--- config.mk ---
export PLATFORM = sky130hd
export DESIGN_NAME = register_file_mp
export DESIGN_NICKNAME = d
export VERILOG_FILES = /design/src/rtl/register_file_mp.sv
export SDC_FILE = /design/constraint.sdc
export NUM_CORES = 2
export LEC_CHECK = 0
export BUFFER_PORTS_ARGS = -buffer_cell sky130_fd_sc_hd__clkbuf_2
export CORE_ASPECT_RATIO = 1.1
export CORE_MARGIN = 4
export CORE_UTILIZATION = 28
export DETAILED_ROUTE_END_ITERATION = 7
export MAX_ROUTING_LAYER = met4
export SYNTH_ARGS = -nofsm -noshare
export SYNTH_HDL_FRONTEND = slang
export SYNTH_SLANG_ARGS = --single-unit
--- constraint.sdc ---
create_clock -name clock -period 4.4 [get_ports clock]
set_clock_uncertainty 0.1 [all_clocks]
set_input_delay 0.44 -clock clock [delete_from_list [all_inputs] [get_ports clock]]
set_output_delay 0.44 -clock clock [all_outputs]
set_load 0.05 [all_outputs]
--- src/rtl/register_file_mp.sv ---
// Parametrised register bank: two prioritised write ports, combinational read
// ports with optional write bypass, and a per-register busy scoreboard.
module register_file_mp #(
    parameter int unsigned XLEN     = 32,
    parameter int unsigned ADDR_W   = 5,
    parameter int unsigned NUM_RD   = 2,
    parameter bit          BYPASS   = 1'b1,
    parameter bit          ZERO_REG = 1'b1
) (
    input  logic                     clock,
    input  logic                     reset_n,
    input  logic                     we0,
    input  logic [ADDR_W-1:0]        waddr0,
    input  logic [XLEN-1:0]          wdata0,
    input  logic                     we1,
    input  logic [ADDR_W-1:0]        waddr1,
    input  logic [XLEN-1:0]          wdata1,
    input  logic [NUM_RD*ADDR_W-1:0] raddr,
    output logic [NUM_RD*XLEN-1:0]   rdata,
    output logic [NUM_RD-1:0]        rbusy,
    input  logic                     sb_set,
    input  logic [ADDR_W-1:0]        sb_addr,
    output logic [ADDR_W:0]          busy_cnt
);
    localparam int unsigned NREG  = 2**ADDR_W;
    localparam int unsigned CNT_W = ADDR_W + 1;

    logic [XLEN-1:0]  regs_q [NREG];
    logic [XLEN-1:0]  regs_d [NREG];
    logic [NREG-1:0]  busy_q;
    logic [NREG-1:0]  busy_d;
    logic [CNT_W-1:0] busy_cnt_q;
    logic [CNT_W-1:0] busy_cnt_d;

    logic wr0_en;
    logic wr1_en;
    logic set_en;
    logic clr0;
    logic clr1;

    // Next-state for storage, busy vector and busy counter.
    always_comb begin
        regs_d     = regs_q;
        busy_d     = busy_q;
        busy_cnt_d = busy_cnt_q;

        wr0_en = we0 && !(ZERO_REG && (waddr0 == '0));
        wr1_en = we1 && !(ZERO_REG && (waddr1 == '0));

        // A set only counts when the bit is currently clear; a clear only
        // counts when the bit is set and no same-address set overrides it.
        set_en = sb_set && !(ZERO_REG && (sb_addr == '0)) && !busy_q[sb_addr];
        clr0   = we0 && busy_q[waddr0] && !(sb_set && (sb_addr == waddr0));
        clr1   = we1 && busy_q[waddr1] && !(sb_set && (sb_addr == waddr1))
                 && !(clr0 && (waddr1 == waddr0));

        if (wr0_en) regs_d[waddr0] = wdata0;
        if (wr1_en) regs_d[waddr1] = wdata1;

        if (clr0)   busy_d[waddr0]  = 1'b0;
        if (clr1)   busy_d[waddr1]  = 1'b0;
        if (set_en) busy_d[sb_addr] = 1'b1;

        busy_cnt_d = busy_cnt_q + CNT_W'(set_en) - CNT_W'(clr0) - CNT_W'(clr1);
    end

    always_ff @(posedge clock or negedge reset_n) begin
        if (!reset_n) begin
            regs_q     <= '{default: '0};
            busy_q     <= '0;
            busy_cnt_q <= '0;
        end else begin
            regs_q     <= regs_d;
            busy_q     <= busy_d;
            busy_cnt_q <= busy_cnt_d;
        end
    end

    logic [ADDR_W-1:0] ra;
    logic              hit0;
    logic              hit1;

    // Read ports: zero register, then port 1 bypass, port 0 bypass, storage.
    always_comb begin
        rdata = '0;
        rbusy = '0;
        ra    = '0;
        hit0  = 1'b0;
        hit1  = 1'b0;
        for (int unsigned i = 0; i < NUM_RD; i++) begin
            ra   = raddr[i*ADDR_W +: ADDR_W];
            hit1 = BYPASS && we1 && (waddr1 == ra);
            hit0 = BYPASS && we0 && (waddr0 == ra);
            if (!reset_n || (ZERO_REG && (ra == '0))) begin
                rdata[i*XLEN +: XLEN] = '0;
                rbusy[i]              = 1'b0;
            end else begin
                if (hit1) begin
                    rdata[i*XLEN +: XLEN] = wdata1;
                end else if (hit0) begin
                    rdata[i*XLEN +: XLEN] = wdata0;
                end else begin
                    rdata[i*XLEN +: XLEN] = regs_q[ra];
                end
                rbusy[i] = busy_q[ra] && !hit1 && !hit0;
            end
        end
    end

    assign busy_cnt = busy_cnt_q;

    // The up/down counter must always track the population of the busy vector.
    always_ff @(posedge clock) begin
        if (reset_n) begin
            assert (busy_cnt_q == CNT_W'($countones(busy_q)));
        end
    end

endmodule

==> impl_metrics.json <==
{
  "top_layer": "met4",
  "grt_max_degree": 152,
  "crit_type": "in2out",
  "setup_viol": 0,
  "nets": 6668,
  "gp_congestion": 0.915,
  "synth_edf_count": 0,
  "hp-class": "in2async",
  "netlist_instances": 6901,
  "ys_warn_count": 0,
  "post-cts-setup-buffer-count": 0,
  "dp_hpwl_um": 174000,
  "syn_area_um2": 68600,
  "reg2reg_from": "busy_q[31]",
  "clkSlewWorstSetupHoldPaths_ns": 0.06,
  "finalCriticalPeriod_ns": 4.24,
  "antenna_found_initial": 25,
  "avgSynthCellArea_um2": 9.94,
  "clock_power_share": 0.291,
  "period_share": 0.964,
  "dr.pass1.iters": 6,
  "die_w_um": 480,
  "post_drt_wl_per_cell_um": 29.9,
  "ys_types": 65,
  "syn-num-nets": 7003,
  "seqPwrFrac": 0.427,
  "ys_seq_area_frac": 0.387,
  "grt_pass1_vias": 57266,
  "crit_end": "rdata[27]",
  "clock_latency_ns": 0.74,
  "internal_power_w": 0.0227,
  "slew_headroom": 0.204,
  "clockBufferDepth": 3,
  "grt_use_total": 0.232,
  "cts_max_level": 3,
  "rows": 190,
  "leakagePower_nw": 32.1,
  "drcViolationCount": 0,
  "yosysTopAreaCell": "dfrtp_1",
  "cp-startpoint": "waddr1[1]",
  "grt_pass1_wl_um": 423000,
  "r2r_cells": 15,
  "r2r_setup_slack_ns": 0.48,
  "p_switching_w": 0.0115,
  "yosysTopAreaCellShare": 0.387,
  "synthTopCellsByArea": "dfrtp_1 39%, mux2i_1 21%, mux4_2 10%",
  "viasPerCell": 5.96,
  "syn_to_final_growth_pct": 13.5,
  "finish.utilization": 0.319,
  "numCtsBuffers": 115,
  "root_buffer": "clkbuf_16",
  "cts_sinks": 1062,
  "wl_met1_um": 117000,
  "reg2reg_to": "busy_cnt[5]",
  "routed_wl_um": 297000,
  "pin_count": 166,
  "worst_pin_slew_ns": 1.19,
  "synthFlopType": "dfrtp_1",
  "layout-drive-gt1-share": 0.158,
  "die_h_um": 527,
  "worstPathArrival_ns": 3.70,
  "die-area_um2": 253000,
  "power_density_nw_per_um2": 440,
  "cp-end-kind": "output pin",
  "ys_ff_latch": 1062,
  "p_sw_frac": 0.337,
  "drt_first_iter_violations": 8572,
  "drv_slew": 0,
  "instances_no_fill": 9935,
  "portBuffers": 165,
  "placed_cell_area_um2": 74000,
  "maxCapViolations": 0,
  "fin_area_um2": 77800,
  "critPathLaunchType": "input port",
  "placed_cells": 9712,
  "cp_max_fo": 26,
  "fmax_mhz": 236,
  "grt_overflow": 0,
  "routed-wl-met2_um": 130000,
  "async_reset_ff_frac": 1.00,
  "finalHoldViolCount": 0,
  "wl_met3_um": 33600,
  "start_util": 0.281,
  "vdd_drop_max_mv": 0.332,
  "worst_ep_required_time_ns": 3.86,
  "core-area_um2": 244000,
  "outcome": "finished, final reports clean",
  "rsz0062_at_grt": "no",
  "power_frac_comb": 0.282,
  "ant_nets": 0,
  "cts_tree": "done",
  "via_count": 59215
}
-- power groups by stage --
stage	registers (W)	logic [W]	clock network (W)
after floorplan	0.0140	0.00700	0
after global placement	0.0144	0.00932	0
after detailed placement	0.0146	0.00955	0
after CTS	0.0145	0.00956	0.0100
after global routing	0.0149	0.0104	0.0104
final	0.0146	0.00966	0.00996
-- registers in the layout (all words and copies together) (netlist names) --
name      flops
busy_cnt      6
busy_q       32
regs_q     1024
-- critical path, stage by stage --
cell	delay, ns
clkbuf_2	0.34
buf_4	0.29
xor2_1	0.14
nor4_1	0.53
and3_2	0.50
buf_12	0.33
a22oi_1	0.14
a21oi_1	0.56
clkbuf_2	0.40
-- worst min-delay path by stage --
| stage | start | end |
|---|---|---|
| floorplan | reset_n | busy_cnt[0] |
| global placement | reset_n | regs_q[441] |
| detailed placement | reset_n | regs_q[348] |
| CTS | reset_n | regs_q[348] |
| global route | reset_n | regs_q[473] |
| finish | reset_n | regs_q[348] |
-- through the flow --
stage	hold WS [ns]	setup slack (ns)	setup TNS (ns)	power, W
3_5_place_dp	0.217	0.0603	0	0.0242
5_1_grt	0.0470	0.224	0	0.0357
2_1_floorplan	0.0444	0.452	0	0.0210
3_3_place_gp	0.217	-0.0570	-0.0570	0.0237
4_1_cts	0.0216	0.310	0	0.0341
6_report	0.0410	0.159	0	0.0342
-- area by class of cell --
class                           count  area [um^2]
Sequential cell                  1062        26600
Tap cell                         3264         4080
Antenna cell                       23         57.6
Fill cell                       24621       166000
Timing Repair Buffer              427         4450
Inverter                           17         66.3
Clock inverter                     25          245
Clock buffer                      174         3470
Multi-Input combinational cell   4943        38900
-- cell families (layout without fill, tap and decap cells) --
kind of cell               count (synthesis)  after routing  share of synthesized area
AOI/OAI and AO/OA                       1771           1771                      0.155
xor gates and xnor gates                  39             39                    0.00498
adders and majority gates                  8              8                    0.00157
buffers and inverters                    896            643                     0.0536
DFF                                     1062           1062                      0.387
muxes                                   1772           1772                      0.317
other                                      0             23                          0
and+or+nand+nor                         1353           1353                     0.0806
-- per-layer routing --
metal,global-route usage,vias up
met4,0.115,0
met1,0.300,29632
met3,0.0591,857
li1,-,24687
met2,0.337,4039
met5,-,-
-- what timing repair did --
| item | 4_1_cts | 5_1_grt |
|---|---|---|
| resized for setup | 0 | 0 |
| hold buffers | 1 | 0 |
| endpoints found under the hold margin | 175 | 0 |
-- cells in the mapped netlist (8+ instances only) --
| master | n |
|---|---|
| mux2i_1 | 1412 |
| dfrtp_1 | 1062 |
| a21oi_1 | 970 |
| nor2_1 | 875 |
| clkbuf_1 | 568 |
| mux4_2 | 317 |
| nand2_1 | 268 |
| o21ai_0 | 234 |
| buf_2 | 183 |
| o221ai_1 | 159 |
| a22oi_1 | 130 |
| buf_1 | 113 |
| o22ai_1 | 100 |
| a211o_1 | 53 |
| nand3_1 | 51 |
| mux2_2 | 43 |
| nor3_1 | 41 |
| nand2b_1 | 39 |
| a32oi_1 | 36 |
| o41ai_1 | 32 |
| xor2_1 | 21 |
| xnor2_1 | 18 |
| inv_1 | 16 |
| a221oi_1 | 13 |
| a31oi_1 | 13 |
| nand4_1 | 13 |
| nor2b_1 | 12 |
| a211oi_1 | 10 |
| nor4_1 | 10 |
| buf_6 | 8 |
-- cell usage in the layout (no fill, tap or decap), drive strengths merged, types with 5 or more instances in the layout --
cell type     n
o221ai      159
nor3         41
xor2         21
nor2        882
dfrtp      1062
ha            7
nand4        13
xnor2        18
nand2       268
a31oi        13
nor4         10
mux4        317
nor2b        12
mux2         43
a32oi        36
clkbuf      288
a211oi       13
or3           5
inv          17
nand2b       39
nand3        51
buf         312
diode        23
o41ai        33
o22ai       101
o21ai       234
a221oi       14
a211o        53
a22oi       130
clkinv       20
mux2i      1412
a21oi       970
nor3b         5
(Power assumes the default switching activity.)
